--- src/rtl/imm_gen_pipe.sv ---
// Two-stage RV32/RV64 immediate generator with valid/ready on both sides.
// Stage 1 latches the word plus its decoded format; stage 2 assembles, extends and holds the result.
module imm_gen_pipe #(
  parameter int XLEN  = 64,
  parameter int TAG_W = 8,
  parameter int CNT_W = 16
) (
  input  logic             clk,
  input  logic             reset,
  input  logic             in_valid,
  output logic             in_ready,
  input  logic [31:0]      in_instr,
  input  logic [TAG_W-1:0] in_tag,
  output logic             out_valid,
  input  logic             out_ready,
  output logic [XLEN-1:0]  out_imm,
  output logic [2:0]       out_fmt,
  output logic             out_illegal,
  output logic [TAG_W-1:0] out_tag,
  input  logic             clr_count,
  output logic [CNT_W-1:0] illegal_count
);

  localparam logic [2:0] FMT_I     = 3'd0;
  localparam logic [2:0] FMT_S     = 3'd1;
  localparam logic [2:0] FMT_SB    = 3'd2;
  localparam logic [2:0] FMT_U     = 3'd3;
  localparam logic [2:0] FMT_UJ    = 3'd4;
  localparam logic [2:0] FMT_SHAMT = 3'd5;
  localparam logic [2:0] FMT_NONE  = 3'd7;

  localparam logic [6:0] OP_IMM    = 7'b0010011;
  localparam logic [6:0] OP_IMM_32 = 7'b0011011;
  localparam logic [6:0] OP_LOAD   = 7'b0000011;
  localparam logic [6:0] OP_JALR   = 7'b1100111;
  localparam logic [6:0] OP_SYSTEM = 7'b1110011;
  localparam logic [6:0] OP_STORE  = 7'b0100011;
  localparam logic [6:0] OP_BRANCH = 7'b1100011;
  localparam logic [6:0] OP_LUI    = 7'b0110111;
  localparam logic [6:0] OP_AUIPC  = 7'b0010111;
  localparam logic [6:0] OP_JAL    = 7'b1101111;

  logic             s1_valid_reg;
  logic [31:0]      s1_instr_reg;
  logic [TAG_W-1:0] s1_tag_reg;
  logic [2:0]       s1_fmt_reg;

  logic             out_valid_reg;
  logic [XLEN-1:0]  out_imm_reg;
  logic [2:0]       out_fmt_reg;
  logic             out_illegal_reg;
  logic [TAG_W-1:0] out_tag_reg;
  logic [CNT_W-1:0] count_reg;

  logic             s2_load;
  logic [2:0]       fmt_next;
  logic [31:0]      imm32_next;
  logic [XLEN-1:0]  imm_next;
  logic             count_inc;

  assign s2_load  = !out_valid_reg || out_ready;
  assign in_ready = !s1_valid_reg || s2_load;

  // Format decode happens before stage 1 so stage 2 only has to mux bit fields.
  always_comb begin
    fmt_next = FMT_NONE;
    case (in_instr[6:0])
      OP_IMM, OP_IMM_32: begin
        if (in_instr[14:12] == 3'b001 || in_instr[14:12] == 3'b101) begin
          fmt_next = FMT_SHAMT;
        end else begin
          fmt_next = FMT_I;
        end
      end
      OP_LOAD, OP_JALR, OP_SYSTEM: fmt_next = FMT_I;
      OP_STORE:                    fmt_next = FMT_S;
      OP_BRANCH:                   fmt_next = FMT_SB;
      OP_LUI, OP_AUIPC:            fmt_next = FMT_U;
      OP_JAL:                      fmt_next = FMT_UJ;
      default:                     fmt_next = FMT_NONE;
    endcase
  end

  always_ff @(posedge clk) begin
    if (reset) begin
      s1_valid_reg <= 1'b0;
    end else if (in_ready) begin
      s1_valid_reg <= in_valid;
    end
  end

  always_ff @(posedge clk) begin
    if (in_ready && in_valid) begin
      s1_instr_reg <= in_instr;
      s1_tag_reg   <= in_tag;
      s1_fmt_reg   <= fmt_next;
    end
  end

  // Every immediate fits in 32 bits already sign-extended; SHAMT has a zero top bit.
  always_comb begin
    imm32_next = '0;
    case (s1_fmt_reg)
      FMT_I:  imm32_next = {{20{s1_instr_reg[31]}}, s1_instr_reg[31:20]};
      FMT_S:  imm32_next = {{20{s1_instr_reg[31]}}, s1_instr_reg[31:25], s1_instr_reg[11:7]};
      FMT_SB: imm32_next = {{19{s1_instr_reg[31]}}, s1_instr_reg[31], s1_instr_reg[7],
                            s1_instr_reg[30:25], s1_instr_reg[11:8], 1'b0};
      FMT_U:  imm32_next = {s1_instr_reg[31:12], 12'b0};
      FMT_UJ: imm32_next = {{11{s1_instr_reg[31]}}, s1_instr_reg[31], s1_instr_reg[19:12],
                            s1_instr_reg[20], s1_instr_reg[30:21], 1'b0};
      FMT_SHAMT: begin
        // instr[3] separates OP-IMM-32 (word shifts, 5-bit amount) from OP-IMM
        if (XLEN == 64 && !s1_instr_reg[3]) begin
          imm32_next = {26'b0, s1_instr_reg[25:20]};
        end else begin
          imm32_next = {27'b0, s1_instr_reg[24:20]};
        end
      end
      default: imm32_next = '0;
    endcase
  end

  generate
    if (XLEN > 32) begin : g_wide
      assign imm_next = {{(XLEN-32){imm32_next[31]}}, imm32_next};
    end else begin : g_narrow
      assign imm_next = imm32_next[XLEN-1:0];
    end
  endgenerate

  always_ff @(posedge clk) begin
    if (reset) begin
      out_valid_reg   <= 1'b0;
      out_imm_reg     <= '0;
      out_fmt_reg     <= FMT_NONE;
      out_illegal_reg <= 1'b0;
      out_tag_reg     <= '0;
    end else if (s2_load) begin
      out_valid_reg <= s1_valid_reg;
      if (s1_valid_reg) begin
        out_imm_reg     <= imm_next;
        out_fmt_reg     <= s1_fmt_reg;
        out_illegal_reg <= (s1_fmt_reg == FMT_NONE);
        out_tag_reg     <= s1_tag_reg;
      end
    end
  end

  assign count_inc = out_valid_reg && out_ready && out_illegal_reg;

  always_ff @(posedge clk) begin
    if (reset || clr_count) begin
      count_reg <= '0;
    end else if (count_inc && count_reg != '1) begin
      count_reg <= count_reg + 1'b1;
    end
  end

  assign out_valid     = out_valid_reg;
  assign out_imm       = out_imm_reg;
  assign out_fmt       = out_fmt_reg;
  assign out_illegal   = out_illegal_reg;
  assign out_tag       = out_tag_reg;
  assign illegal_count = count_reg;

endmodule

--- config.mk ---
export PLATFORM = sky130hd
export DESIGN_NAME = imm_gen_pipe
export DESIGN_NICKNAME = d
export VERILOG_FILES = /design/src/rtl/imm_gen_pipe.sv
export SDC_FILE = /design/constraint.sdc
export NUM_CORES = 1
export LEC_CHECK = 0
export ABC_AREA = 1
export BUFFER_PORTS_ARGS = -buffer_cell sky130_fd_sc_hd__buf_2
export CORE_MARGIN = 8
export CORE_UTILIZATION = 30
export DETAILED_ROUTE_END_ITERATION = 7
export SLEW_MARGIN = 40
export SYNTH_ARGS = -nofsm -noshare
export SYNTH_HDL_FRONTEND = slang
export SYNTH_SLANG_ARGS = --single-unit
--- constraint.sdc ---
create_clock -name clk -period 4.63 [get_ports clk]
set_clock_uncertainty 0.05 [all_clocks]
set_input_delay 0.926 -clock clk [delete_from_list [all_inputs] [get_ports clk]]
set_output_delay 0.926 -clock clk [all_outputs]
set_load 0.01 [all_outputs]
### Word-level counts from Yosys, hierarchy flattened

Index checks and enable logic that the tools add are counted.
Widths: inputs -> output; s select.

* add/sub/neg operators: 1
* eq/ne operators: 19
* multiplexer cells: 4
* reductions and logical operators: 15

Operators by type and width (count)
* $pmux 32 s6: 1
* $eq 7x7->1 const B: 4
* $eq 7x5->1 const B: 3
* $pmux 3 s6: 1
* $add 16x1->16 const B: 1
* $ne 16x16->1 const B: 1
* $eq 7x6->1 const B: 2
* $eq 3x3->1 const B: 4
* $eq 7x2->1 const B: 1
* $eq 3x1->1 const B: 2
* $eq 3x2->1 const B: 2
* $mux 6: 1
* $logic_and 1x1->1: 4
* $logic_or 1x1->1: 4
* $reduce_or 2->1: 2
* $logic_not 3->1: 1
* $mux 3: 1
* $reduce_or 3->1: 1
* $logic_not 1->1: 2
* $reduce_and 2->1: 1

* bits in registers: 105
* input bits: 45
* output and inout port bits: 94
* word-level logic and storage cells: 49

### Depth between registers and ports, before layout

Gate-level depths: netlist of run 1.

* depth after elaboration: 4
* gate-level depth with buffers: 9
* gate-level depth less buffers: 9

### Least setup slack after synthesis of run 1

No wires, ideal clock.

* path kind: input to register
* from: input port out_ready
* to: register s1_fmt_reg[0] (enable)
* setup time: 0.392 ns
* data arrival time: 1.925 ns
* data required time: 4.188 ns
* slack: 2.263 ns
* stages on the path: 4
* path buffers: 0
* cells stage by stage: inv_1 -> nand3_1 -> nand2_1 -> inv_1

* cells in the longest elaborated chain, start to end: 3

Ends and longest elaborated chain
* start: declaration: RTL line 15 `input logic out_ready,`
* $logic_or 1x1->1: RTL line 61 `assign s2_load = !out_valid_reg || out_ready;`
* $logic_or 1x1->1: RTL line 62 `assign in_ready = !s1_valid_reg || s2_load;`
* via in_ready: RTL line 11 `output logic in_ready,`
* $logic_and 1x1->1: RTL line 93 `if (in_ready && in_valid) begin`
* end signal: assignment: RTL line 96 `s1_fmt_reg <= fmt_next;`
* end: declaration: RTL line 46 `logic [2:0] s1_fmt_reg;`

The timed path passes the listed nets, and every way through them passes these cells.
A chain may end at the register's enable or synchronous reset.

### Worst setup path in the final report of run 1

* from: input port out_ready
* to: output port in_ready

* cells in the longest elaborated chain, start to end: 2

Ends and longest elaborated chain (RTL line)
* $logic_or 1x1->1: 61
* $logic_or 1x1->1: 62
* end: declaration: 11

Every way passes these cells.

==> flow_summary.yaml, run 1 <==
finish:
  largest_register_ffs: 32
  mostFrequentLayoutCells: "nand2_1, buf_2, dfxtp_1, a21oi_1, nor2_1"
  mostFrequentLayoutCell: "nand2_1"
  fillCellCount: 1547
  antenna_cells: 0
  area.growth.synth_to_final_pct: 20.89
  drive_gt1_share_pct: 28.41
  nets: 671
clock_tree:
  cts_resized: 0
  hold_buffers: 0
  cts_made_buffers: 9
  clock_latency_ns: 0.35
  cts_root_buffer: "clkbuf_16"
  cts_tree: "built"
  cts_setup_buffers: 0
  cts_sinks: 99
  htree_levels: 3
  clk_pin_slew_ns: 0.07
  clk_path_buf_depth: 2
route:
  vias_per_cell: 4.436
  drt-initial-drc-count: 236
  vias: 3611
  drc: 0
  drt-wirelength-per-cell_um: 13.84
  dr.pass1.iters: 4
  drt-total-wl_mm: 11.27
  antenna_left: 0
run_status:
  status: "finished, final reports clean"
placed_design:
  port_buffers: 138
  place_hpwl_mm: 8.402
  gp_congestion: 0.8056
grt:
  use_met3_pct: 4.332
  grtUsageTotal_pct: 12.38
  grt_max_degree: 45
  antenna_found_initial: 0
  grt_pass1_wl_mm: 18.10
  grt_pass1_vias: 3499
  busiest_layer: "met2"
  use_met2_pct: 19.97
  grt-ovfl-total: 0
  met1_usage_pct: 15.48
synthesis:
  netlist_area_um2: 4384
  ys_seq_elements: 99
  dominantRegCellSynth: "dfxtp_1"
  async_reset_ff_share_pct: 0
  synth_cell_type_count: 31
  syn_nets: 571
  ys_seq_area_share_pct: 53.65
  synth-edff-count: 37
  yosysWarnings: 0
  synthCells: 525
  syn_area_per_cell_um2: 8.351
critical_path:
  worstSetupStartpointType: "input pin"
  reg2reg_depth: 5
  timing.rr.end: "out_illegal"
  crit_chain: "buf_2, inv_1, nand3_1, buf_2"
  cp_slowest_cell: "buf_2"
  crit_path_start: "out_ready"
  cp_data_required_time_ns: 3.65
  path_class: "in -> out"
  crit_top_cell: "buf_2"
  max_stage_delay_ns: 0.16
  crit_path_max_fanout: 3
  cp-end-kind: "output pin"
  reg2reg_from: "out_valid"
  rrSetupSlack_ns: 2.75
  cp.arrival_ns: 1.34
timing:
  finalCritPeriodShare_pct: 50.11
  report.final.slew_viol_count: 0
  hold_viol: 0
  max-slew-margin-rel_pct: 48.81
  fmax_mhz: 431.0
  fin_tns_setup_ns: 0
  rsz0062_at_grt: "no"
  tightest_slew_ns: 0.7628
  setup_viol: 0
  post-route-min-period_ns: 2.320
power:
  ir_drop_uv: 167.0
  p_per_area_nw_per_um2: 357.9
  p_total_uw: 1897
  power_leakage_uw: 0.002372
floorplanning:
  row_count: 44
  fp.dieW_um: 136.9
  dieArea_um2: 18740
  ioPinCount: 139
  core_um2: 14420
  die_h_um: 136.9
  initial_core_util_pct: 30.40
worst_hold_path:
  min_to: "out_imm[17]"
  min-delay-start: "out_imm[17]"
  hold_depth: 2
  min-delay-path-class: "reg -> reg"
job:
  max-cap-violations: 0
-- critical path, delay by kind of cell --
| kind | cells | cell delay [ns] |
|---|---|---|
| and+or+nand+nor | 1 | 0.10 |
| buffers and inverters | 3 | 0.32 |
-- logic make-up after synthesis --
logic type,synth area share [%]
AND/OR/NAND/NOR,25.68
flip-flops,53.65
buffers and inverters,10.13
AO/OA/AOI/OAI,9.047
XOR/XNOR,1.199
adder cells (fa/ha/maj),0.2853
-- how the worst max path moves through the flow --
stage / cells after the start / end / slack (ns)
after detailed placement: 7 / out_illegal / 1.72
after CTS: 7 / out_illegal / 2.10
after global routing: 7 / out_illegal / 2.22
after floorplan: 4 / s1_fmt_reg[0] / 2.26
final: 4 / in_ready / 2.31
after global placement: 7 / out_illegal / 1.74
-- layout make-up --
class	count	area [µm²]	share of cell area, %
Sequential cell	99	2354	44.41
Tap cell	184	230.2	4.344
Inverter	28	105.1	1.983
Clock inverter	6	70.07	1.322
Multi-Input combinational cell	348	1593	30.05
Timing Repair Buffer	139	698.2	13.17
Clock buffer	10	250.2	4.721
-- Yosys cell counts, drive strengths merged (2+ instances only) --
cell	number	area share, %
o21ai	20	2.3
clkbuf	3	0.26
nand3	32	3.9
nor2	51	4.9
nor3b	2	0.34
a21oi	51	5.9
dfxtp	62	28
nor3	2	0.23
inv	26	2.2
buf	47	7.5
clkinv	2	0.17
edfxtp	37	25
xor2	4	0.80
nand2	170	15
nand4	7	1.0
xnor2	2	0.40
o211ai	3	0.51
-- where the power goes --
group / switching, µW / internal [µW] / total [µW]
clock network: 369 / 418 / 787
registers: 21.9 / 939 / 961
logic: 94.3 / 54.2 / 149
total: 485 / 1410 / 1900
-- layer usage --
layer	share of wire [%]	vias up
li1	-	1893
met2	46	86
met4	0.81	0
met1	47	1626
met5	0	-
met3	5.8	6
-- metrics by stage --
stage | cells | hold slack (ns) | instance area, µm² | worst slack (ns) | util [%]
after floorplan | 525 | 0.4174 | 4384 | 2.263 | -
after global placement | 798 | 0.4022 | 4974 | 1.739 | 34.48
after detailed placement | 798 | 0.4029 | 4974 | 1.725 | 34.48
after CTS | 814 | 0.4149 | 5294 | 2.103 | 36.70
after global routing | 814 | 0.4339 | 5300 | 2.216 | 36.75
final | 814 | 0.4131 | 5300 | 2.310 | 36.75
(Power assumes the default switching activity.)
==> run 2: changes to the inputs <==
- clock period: 4.63 -> 2 ns (I/O delays scaled with it)
==> flow_summary.yaml, run 2 (same netlist as run 1, synthesis figures left out) <==
clock_tree:
  cts_made_buffers: 9
  clk_pin_slew_ns: 0.07
  clk_path_buf_depth: 2
  htree_levels: 3
  cts_resized: 0
  cts_tree: "built"
  clock_latency_ns: 0.34
  cts_setup_buffers: 0
  hold_buffers: 0
  cts_root_buffer: "clkbuf_16"
  cts_sinks: 99
grt:
  grt_pass1_wl_mm: 18.06
  grt_pass1_vias: 3478
  grtUsageTotal_pct: 12.22
  antenna_found_initial: 0
  grt-ovfl-total: 0
  grt_max_degree: 44
floorplanning:
  fp.dieW_um: 136.9
  core_um2: 14420
  die_h_um: 136.9
  ioPinCount: 139
  row_count: 44
  initial_core_util_pct: 30.40
  dieArea_um2: 18740
critical_path:
  crit_chain: "ha_1, nand2_2, nor2_2, nand3_1, nand2_2, nand3_1, a21oi_1"
  cp-end-kind: "register"
  max_stage_delay_ns: 0.45
  cp.arrival_ns: 1.82
  crit_path_max_fanout: 10
  path_class: "reg -> reg"
  cp_slowest_cell: "dfxtp_1"
  reg2reg_depth: 7
  cp_data_required_time_ns: 2.22
  path_delay_family: "simple AND/OR/NAND/NOR gates"
  worstSetupStartpointType: "register"
  path_depth: 7
  crit_buf_inv: 0
timing:
  tightest_slew_ns: 0.5545
  hold_viol: 0
  fin_tns_setup_ns: 0
  rsz0062_at_grt: "no"
  fmax_mhz: 621.8
  layout_setup_ws_ns: 0.3917
  report.final.slew_viol_count: 0
  post-route-min-period_ns: 1.608
  max-slew-margin-rel_pct: 62.99
  finalCritPeriodShare_pct: 80.42
  setup_viol: 0
placed_design:
  place_hpwl_mm: 8.674
  port_buffers: 138
  gp_congestion: 0.8062
  dp_slack_ns: 0.3988
  dp.cells: 806
finish:
  multiInputGateArea_um2: 1588
  layout.area.seq_um2: 2352
  antenna_cells: 0
  largest_register_ffs: 32
  final_cells: 822
  fillCellCount: 1519
  mostFrequentLayoutCells: "nand2_1, buf_2, dfxtp_1, a21oi_1, nor2_1"
  nets: 679
  area.growth.synth_to_final_pct: 22.40
  mostFrequentLayoutCell: "nand2_1"
  drive_gt1_share_pct: 28.84
worst_hold_path:
  min-delay-path-class: "in -> reg"
  hold_depth: 1
run_status:
  status: "finished, final reports clean"
route:
  drt-initial-drc-count: 178
  dr.pass1.iters: 4
  vias_per_cell: 4.406
  drc: 0
  antenna_left: 0
  drt-total-wl_mm: 11.41
  vias: 3622
  drt-wirelength-per-cell_um: 13.89
power:
  p_per_area_nw_per_um2: 805.2
  ir_drop_uv: 343.3
  power_leakage_uw: 0.002401
job:
  max-cap-violations: 0
## run 2: cell types whose count changed in the layout (fill, tap and decap cells not counted), moves of 2 or more
cell	before	now
buf_4	1	6
clkinvlp_4	0	2
buf_12	0	3
inv_8	4	0
clkbuf_1	0	2
## run 2: layer usage
metal,up-vias,track usage (%),wire length (µm)
li1,1907,-,-
met2,79,19.18,5129
met4,0,3.621,127
met5,-,0,0
met1,1626,15.75,5574
met3,10,3.855,584
## run 2: where the power goes
group	internal, µW	switching [µW]	total (µW)	leakage, µW
Clock	977	750	1730	0.000136
Sequential	2170	41.5	2220	0.000860
Combinational	144	233	377	0.00140
## run 2: worst paths after layout
path | start | endpoint | slack (ns)
setup / recovery | illegal_count[0] | illegal_count[4] | 0.39
hold / removal | in_instr[14] | s1_instr_reg[14] | 0.17
setup reg to reg | illegal_count[0] | illegal_count[4] | 0.39
hold reg to reg | out_imm[2] | out_imm[2] | 0.41
## run 2: cell type report
cell class                 count  share of cell area [%]
inverter                      28                   1.959
timing repair buffer         147                   14.83
clock inverter                 5                   1.166
multi-input combinational    348                   29.59
clock buffer                  11                   4.337
sequential                    99                   43.83
tap                          184                   4.290
## run 2: worst register-to-register path: cells and delay by family, from the launching register on
family / cells / cell delay (ns)
AO/OA/AOI/OAI: 1 / 0.17
adder cells (fa/ha/maj): 1 / 0.27
flip-flops: 1 / 0.45
AND/OR/NAND/NOR: 5 / 0.60
## run 2: per-stage QoR
stage                     instance area [µm²]  power (µW)  hold slack [ns]  utilization [%]
after detailed placement                 5071        2647           0.4046            35.16
after floorplan                          4384        2509           0.4174                -
final                                    5366        4321           0.1746            37.21
after CTS                                5366        4390           0.1555            37.21
after global routing                     5366        4497           0.1552            37.21
after global placement                   5071        2642           0.4024            35.16
